### src/rtl/genius_input_capture_if.sv
// Colour hand-off from the input capture block to the game comparison logic.
// The master drives the code and its valid flag; the slave returns ready.
interface genius_input_capture_if #(
  parameter int DATA_WIDTH = 2
);
  logic [DATA_WIDTH-1:0] color_o;
  logic                  color_valid_o;
  logic                  color_ready_i;

  modport master (
    output color_o,
    output color_valid_o,
    input  color_ready_i
  );

  modport slave (
    input  color_o,
    input  color_valid_o,
    output color_ready_i
  );
endinterface

### src/rtl/genius_input_capture.sv
// Player button capture: synchronises, debounces and validates the four colour
// buttons, then offers each accepted press once as a colour code.
module genius_input_capture #(
  parameter int DATA_WIDTH      = 2,
  parameter int DEBOUNCE_CYCLES = 16,
  parameter int TIMEOUT_CYCLES  = 50_000_000
) (
  input  logic                   clk,
  input  logic                   rst,
  input  logic                   enable_i,
  input  logic [3:0]             btn_i,
  genius_input_capture_if.master cap_if,
  output logic                   timeout_o,
  output logic                   busy_o
);

  localparam int DEB_W = $clog2(DEBOUNCE_CYCLES);
  localparam int TO_W  = $clog2(TIMEOUT_CYCLES);
  localparam logic [DEB_W-1:0] DEB_LAST = DEB_W'(DEBOUNCE_CYCLES - 1);
  localparam logic [TO_W-1:0]  TO_LAST  = TO_W'(TIMEOUT_CYCLES - 1);

  typedef enum logic [2:0] {
    S_IDLE         = 3'd0,
    S_ARM          = 3'd1,
    S_WAIT_PRESS   = 3'd2,
    S_DEB_PRESS    = 3'd3,
    S_PRESENT      = 3'd4,
    S_WAIT_RELEASE = 3'd5,
    S_TIMED_OUT    = 3'd6
  } state_t;

  state_t                r_state;
  state_t                w_state_next;
  logic [3:0]            r_sync1;
  logic [3:0]            r_btn_s;
  logic [DEB_W-1:0]      r_deb_cnt;
  logic [DEB_W-1:0]      w_deb_cnt_next;
  logic [TO_W-1:0]       r_to_cnt;
  logic [TO_W-1:0]       w_to_cnt_next;
  logic [1:0]            r_code;
  logic [1:0]            w_code_next;
  logic [DATA_WIDTH-1:0] r_color;
  logic [DATA_WIDTH-1:0] w_color_next;

  logic [3:0] w_is_btn;
  logic       w_onehot;
  logic       w_btn_zero;
  logic       w_match;
  logic [1:0] w_code_enc;

  // Exact one-hot match per colour; zero and multi-hot patterns match none.
  genvar gi;
  generate
    for (gi = 0; gi < 4; gi++) begin : g_colour
      assign w_is_btn[gi] = (r_btn_s == 4'(1 << gi));
    end
  endgenerate

  assign w_onehot   = |w_is_btn;
  assign w_btn_zero = (r_btn_s == 4'b0000);
  assign w_match    = w_is_btn[r_code];
  assign w_code_enc = {w_is_btn[3] | w_is_btn[2], w_is_btn[3] | w_is_btn[1]};

  always_ff @(posedge clk) begin
    if (rst) begin
      r_sync1   <= 4'b0000;
      r_btn_s   <= 4'b0000;
      r_state   <= S_IDLE;
      r_deb_cnt <= '0;
      r_to_cnt  <= '0;
      r_code    <= 2'd0;
      r_color   <= '0;
    end else begin
      r_sync1   <= btn_i;
      r_btn_s   <= r_sync1;
      r_state   <= w_state_next;
      r_deb_cnt <= w_deb_cnt_next;
      r_to_cnt  <= w_to_cnt_next;
      r_code    <= w_code_next;
      r_color   <= w_color_next;
    end
  end

  always_comb begin
    w_state_next   = r_state;
    w_deb_cnt_next = r_deb_cnt;
    w_to_cnt_next  = r_to_cnt;
    w_code_next    = r_code;
    w_color_next   = r_color;
    if (!enable_i) begin
      w_state_next   = S_IDLE;
      w_deb_cnt_next = '0;
      w_to_cnt_next  = '0;
      w_code_next    = 2'd0;
      w_color_next   = '0;
    end else begin
      case (r_state)
        S_IDLE: begin
          w_state_next   = S_ARM;
          w_deb_cnt_next = '0;
          w_to_cnt_next  = '0;
        end
        // Both quiet phases demand a fully released pad before the next press.
        S_ARM, S_WAIT_RELEASE: begin
          if (!w_btn_zero) begin
            w_deb_cnt_next = '0;
          end else if (r_deb_cnt == DEB_LAST) begin
            w_state_next   = S_WAIT_PRESS;
            w_deb_cnt_next = '0;
            w_to_cnt_next  = '0;
          end else begin
            w_deb_cnt_next = r_deb_cnt + 1'b1;
          end
        end
        S_WAIT_PRESS: begin
          if (r_to_cnt == TO_LAST) begin
            w_state_next = S_TIMED_OUT;
          end else begin
            w_to_cnt_next = r_to_cnt + 1'b1;
            if (w_onehot) begin
              w_state_next   = S_DEB_PRESS;
              w_code_next    = w_code_enc;
              w_deb_cnt_next = '0;
            end
          end
        end
        // Debounce completion takes priority over a simultaneous timeout.
        S_DEB_PRESS: begin
          if (w_match && r_deb_cnt == DEB_LAST) begin
            w_state_next   = S_PRESENT;
            w_color_next   = DATA_WIDTH'(r_code);
            w_deb_cnt_next = '0;
          end else if (r_to_cnt == TO_LAST) begin
            w_state_next = S_TIMED_OUT;
          end else begin
            w_to_cnt_next = r_to_cnt + 1'b1;
            if (w_match) begin
              w_deb_cnt_next = r_deb_cnt + 1'b1;
            end else begin
              w_state_next   = S_WAIT_PRESS;
              w_deb_cnt_next = '0;
            end
          end
        end
        S_PRESENT: begin
          if (cap_if.color_ready_i) begin
            w_state_next   = S_WAIT_RELEASE;
            w_deb_cnt_next = '0;
          end
        end
        S_TIMED_OUT: begin
          w_state_next = S_TIMED_OUT;
        end
        default: begin
          w_state_next = S_IDLE;
        end
      endcase
    end
  end

  always_comb begin
    cap_if.color_o       = r_color;
    cap_if.color_valid_o = (r_state == S_PRESENT);
    timeout_o            = (r_state == S_TIMED_OUT);
    busy_o               = (r_state != S_IDLE);
  end

endmodule
### src/flat_wrapper.sv
// flat-port wrapper written by rule: the top's interface ports become plain ports
module genius_input_capture_flat 
#(
  parameter int DATA_WIDTH      = 2,
  parameter int DEBOUNCE_CYCLES = 16,
  parameter int TIMEOUT_CYCLES  = 50_000_000
)
  (clk, rst, enable_i, btn_i, timeout_o, busy_o, cap_if_color_o, cap_if_color_valid_o, cap_if_color_ready_i);
  genius_input_capture_if #(.DATA_WIDTH(DATA_WIDTH)) cap_if_i ();
  input  logic clk;
  input  logic rst;
  input  logic enable_i;
  input  logic [3:0] btn_i;
  output logic timeout_o;
  output logic busy_o;
  output wire logic [$bits(cap_if_i.color_o)-1:0] cap_if_color_o;
  output wire logic [$bits(cap_if_i.color_valid_o)-1:0] cap_if_color_valid_o;
  input wire logic [$bits(cap_if_i.color_ready_i)-1:0] cap_if_color_ready_i;
  assign cap_if_color_o = cap_if_i.color_o;
  assign cap_if_color_valid_o = cap_if_i.color_valid_o;
  assign cap_if_i.color_ready_i = cap_if_color_ready_i;
  genius_input_capture #(.DATA_WIDTH(DATA_WIDTH), .DEBOUNCE_CYCLES(DEBOUNCE_CYCLES), .TIMEOUT_CYCLES(TIMEOUT_CYCLES)) u_core (.clk(clk), .rst(rst), .enable_i(enable_i), .btn_i(btn_i), .cap_if(cap_if_i), .timeout_o(timeout_o), .busy_o(busy_o));
endmodule
### config.mk
export PLATFORM = sky130hd
export DESIGN_NAME = genius_input_capture_flat
export DESIGN_NICKNAME = d
export VERILOG_FILES = /design/src/rtl/genius_input_capture_if.sv /design/src/rtl/genius_input_capture.sv /design/src/flat_wrapper.sv
export SDC_FILE = /design/constraint.sdc
export NUM_CORES = 1
export LEC_CHECK = 0
export ABC_AREA = 1
export CAP_MARGIN = 10
export CORE_MARGIN = 2
export CORE_UTILIZATION = 45
export DETAILED_ROUTE_END_ITERATION = 8
export GPL_TIMING_DRIVEN = 0
export SKIP_CTS_REPAIR_TIMING = 1
export SYNTH_ARGS = -nofsm -noshare
export SYNTH_HDL_FRONTEND = slang
export SYNTH_SLANG_ARGS = --single-unit
### constraint.sdc
create_clock -name clk -period 2.45 [get_ports clk]
set_clock_uncertainty 0.15 [all_clocks]
set_input_delay 0.245 -clock clk [delete_from_list [all_inputs] [get_ports clk]]
set_output_delay 0.245 -clock clk [all_outputs]
set_load 0.02 [all_outputs]
==> results.toml <==
[outcome]
status = "completed"

[placed_design]
place_congestion = 0.918
hpwl_mm = 5.58
placed_cells = 567
numPortBuffers = 11

[clocking]
cts_root_buf = "clkbuf_8"
htree_levels = 2
cts_tree = "yes"
clockBufferDepth = 2
clock-sinks = 45
cts.reportedPaths.clkPinSlew_ns = 0.09
clock_latency_ns = 0.31
cts_buffers = 5

[logic_synthesis]
synth_top_family_by_area = "simple AND/OR/NAND/NOR gates"
synth_edf_count = 0
ys_top_cells_by_area = "dfxtp_1 (31%), nand2_1 (18%), nor2_1 (12%)"
synthFlopType = "dfxtp_1"
synth_top_area_cell = "dfxtp_1"
syn_nets = 489
synth_most_common_cell = "nand2_1"
synthCells = 479
ys_seq_area_share_pct = 31.0
synth.area.mux_share_pct = 0
ys_warn_count = 0
ys_ff_latch = 45
avgSynthCellArea_um2 = 6.07
yosysUniqueCellTypes = 31
ys_async_sr_fraction_pct = 0
synth-compound-area-share_pct = 8.90
ys_top_cells_by_count = "nand2_1 (142), nor2_1 (93), nand3_1 (52)"
syn_area_um2 = 2910
synthXorXnorAreaFrac_pct = 3.61
synth_simple_gate_area_share_pct = 46.2
synth_top_area_share_pct = 31.0
synthAdderAreaFrac_pct = 0.860

[power]
leakage_nw = 1.13
ir_worst_vdd_mv = 0.288
p_per_area_nw_per_um2 = 470
p_total_w = 0.00152

[timing]
final-hold-violation-count = 0
drv_slew = 0
setup_viol_count_final = 0
relSlewSlack_pct = 64.8
clock.fmax_ghz = 0.454
rsz0062_at_grt = "no"
min_period_ns = 2.20
worst_slew_pin_slew_ns = 0.528
setup_tns_ns = 0
period_share_pct = 90.0

[setup_path]
cpMaxStageDelayCell = "dfxtp_1"
path_buf_inv = 1
arrival_ns = 2.29
endpoint_kind = "flip-flop"
cpLargestDelayFamily = "simple AND/OR/NAND/NOR gates"
crit_path_start_kind = "flip-flop"
worst_r2r_endpoint = "u_core.r_to_cnt[17]"
required_ns = 2.54
critPathKind = "flip-flop to flip-flop"
r2r_setup_slack_ns = 0.25
rr_startpoint = "u_core.r_to_cnt[0]"
crit_fanout = 10
worstRegToRegCells = 10
slowest_delay_ns = 0.41
crit_chain = "ha_2 > nand3_4 > nor2_4 > nand3_2 > nor3_2 > nand2_1 > nand3_4 > buf_6 > nand2_1 > a21oi_1"

[die]
die_y_um = 84.4
rows = 29
io_pins = 13
die_w_um = 84.4
die_area_um2 = 7120
core-area_um2 = 6310
initial_utilization_pct = 46.1

[global_route]
grt_usage_pct = 21.7
grt_pass1_wl_mm = 12.7
grt_antenna_before_repair = 0
grt_pass1_vias = 2724
grt_max_degree = 15
grt_overflow = 0

[drt]
drt_wl_total_mm = 7.32
detail_route.iter0.violations = 174
postRouteAntennaNets = 0
wire_per_inst_um = 12.7
firstDrtPassIters = 5
route.vias.total = 2897
via_per_inst = 5.04
drt_drc_violations_left = 0

[hold_path]
whs_endpoint = "u_core.r_sync1[0]"
worstHoldStart = "rst"
hp-class = "input pin to flip-flop"
hold_depth = 2

[layout]
antenna_cells = 0
final_util_pct = 51.3
layout-drive-gt1-share_pct = 7.63
instances_no_fill = 575
syn_to_final_growth_pct = 11.3
layout.nets = 507

[run]
maxCapViolations = 0
cell families (layout without fill, tap and decap cells):
kind of cell             count (synthesis)  in the layout
AND/OR/NAND/NOR                        312            312
XOR/XNOR                                12             12
AO/OA/AOI/OAI                           45             45
adder cells (fa/ha/maj)                  2              2
flip-flops                              45             45
buffers and inverters                   63             82
metrics by stage:
step	setup WS [ns]	hold slack, ns	instance area [um^2]
after floorplan	0.596	0.202	2910
after global placement	0.227	0.242	3120
after detailed placement	0.172	0.244	3120
after CTS	0.145	0.146	3240
after global routing	0.0260	0.168	3240
final	0.246	0.136	3240
sequential cells by signal, indices dropped and copies added, names as in the netlist:
name,flops
u_core.cap_if.color_o,2
u_core.r_btn_s,4
u_core.r_code,2
u_core.r_deb_cnt,4
u_core.r_state,3
u_core.r_sync1,4
u_core.r_to_cnt,26
where the power goes:
part / internal, W / total, W / switching, W
registers: 0.000742 / 0.000751 / 0.00000882
logic: 0.0000544 / 0.000162 / 0.000108
clock network: 0.000332 / 0.000609 / 0.000277
total: 0.00113 / 0.00152 / 0.000393
layout by cell type, fill, tap and decap left out, types with 2 or more instances in the layout:
cell type,n
buf_6,2
inv_2,2
buf_2,2
clkdlybuf4s50_1,11
inv_1,49
a21boi_1,2
a21oi_2,4
nor2_1,93
nand3_2,4
a21oi_1,32
o21ai_0,5
nor3_1,5
xor2_1,4
nor3_2,2
dfxtp_1,45
nand3_4,2
nand2_1,142
nand3_1,52
nand4_1,2
buf_4,3
nor2_2,5
clkbuf_1,4
xnor2_1,8
clkbuf_8,6
per-layer routing:
layer / part of all wire (%) / vias to the layer above / track usage, %
met5: 0 / - / 0
met4: 2.5 / 0 / 7.94
met3: 3.0 / 17 / 2.75
met2: 48 / 57 / 37.8
met1: 47 / 1282 / 27.6
li1: - / 1541 / -
worst max path at each step:
stage                             from                  end  slack, ns  depth (start not counted)
floorplan           u_core.r_to_cnt[0]  u_core.r_to_cnt[16]       0.60                          9
global placement    u_core.r_to_cnt[0]   u_core.r_to_cnt[2]       0.23                         10
detailed placement  u_core.r_to_cnt[0]  u_core.r_to_cnt[17]       0.17                         10
CTS                 u_core.r_to_cnt[0]  u_core.r_to_cnt[17]       0.15                         10
global route        u_core.r_to_cnt[0]   u_core.r_to_cnt[9]       0.03                         10
finish              u_core.r_to_cnt[0]  u_core.r_to_cnt[17]       0.25                         10
area by class of cell:
cell class,instances,area (um^2)
Sequential cell,45,901
Multi-Input combinational cell,371,1740
Buffer,12,82.6
Tap cell,77,96.3
Fill cell,686,3080
Clock inverter,2,37.5
Clock buffer,6,82.6
Timing Repair Buffer,11,110
Inverter,51,191
(Power assumes the default switching activity.)
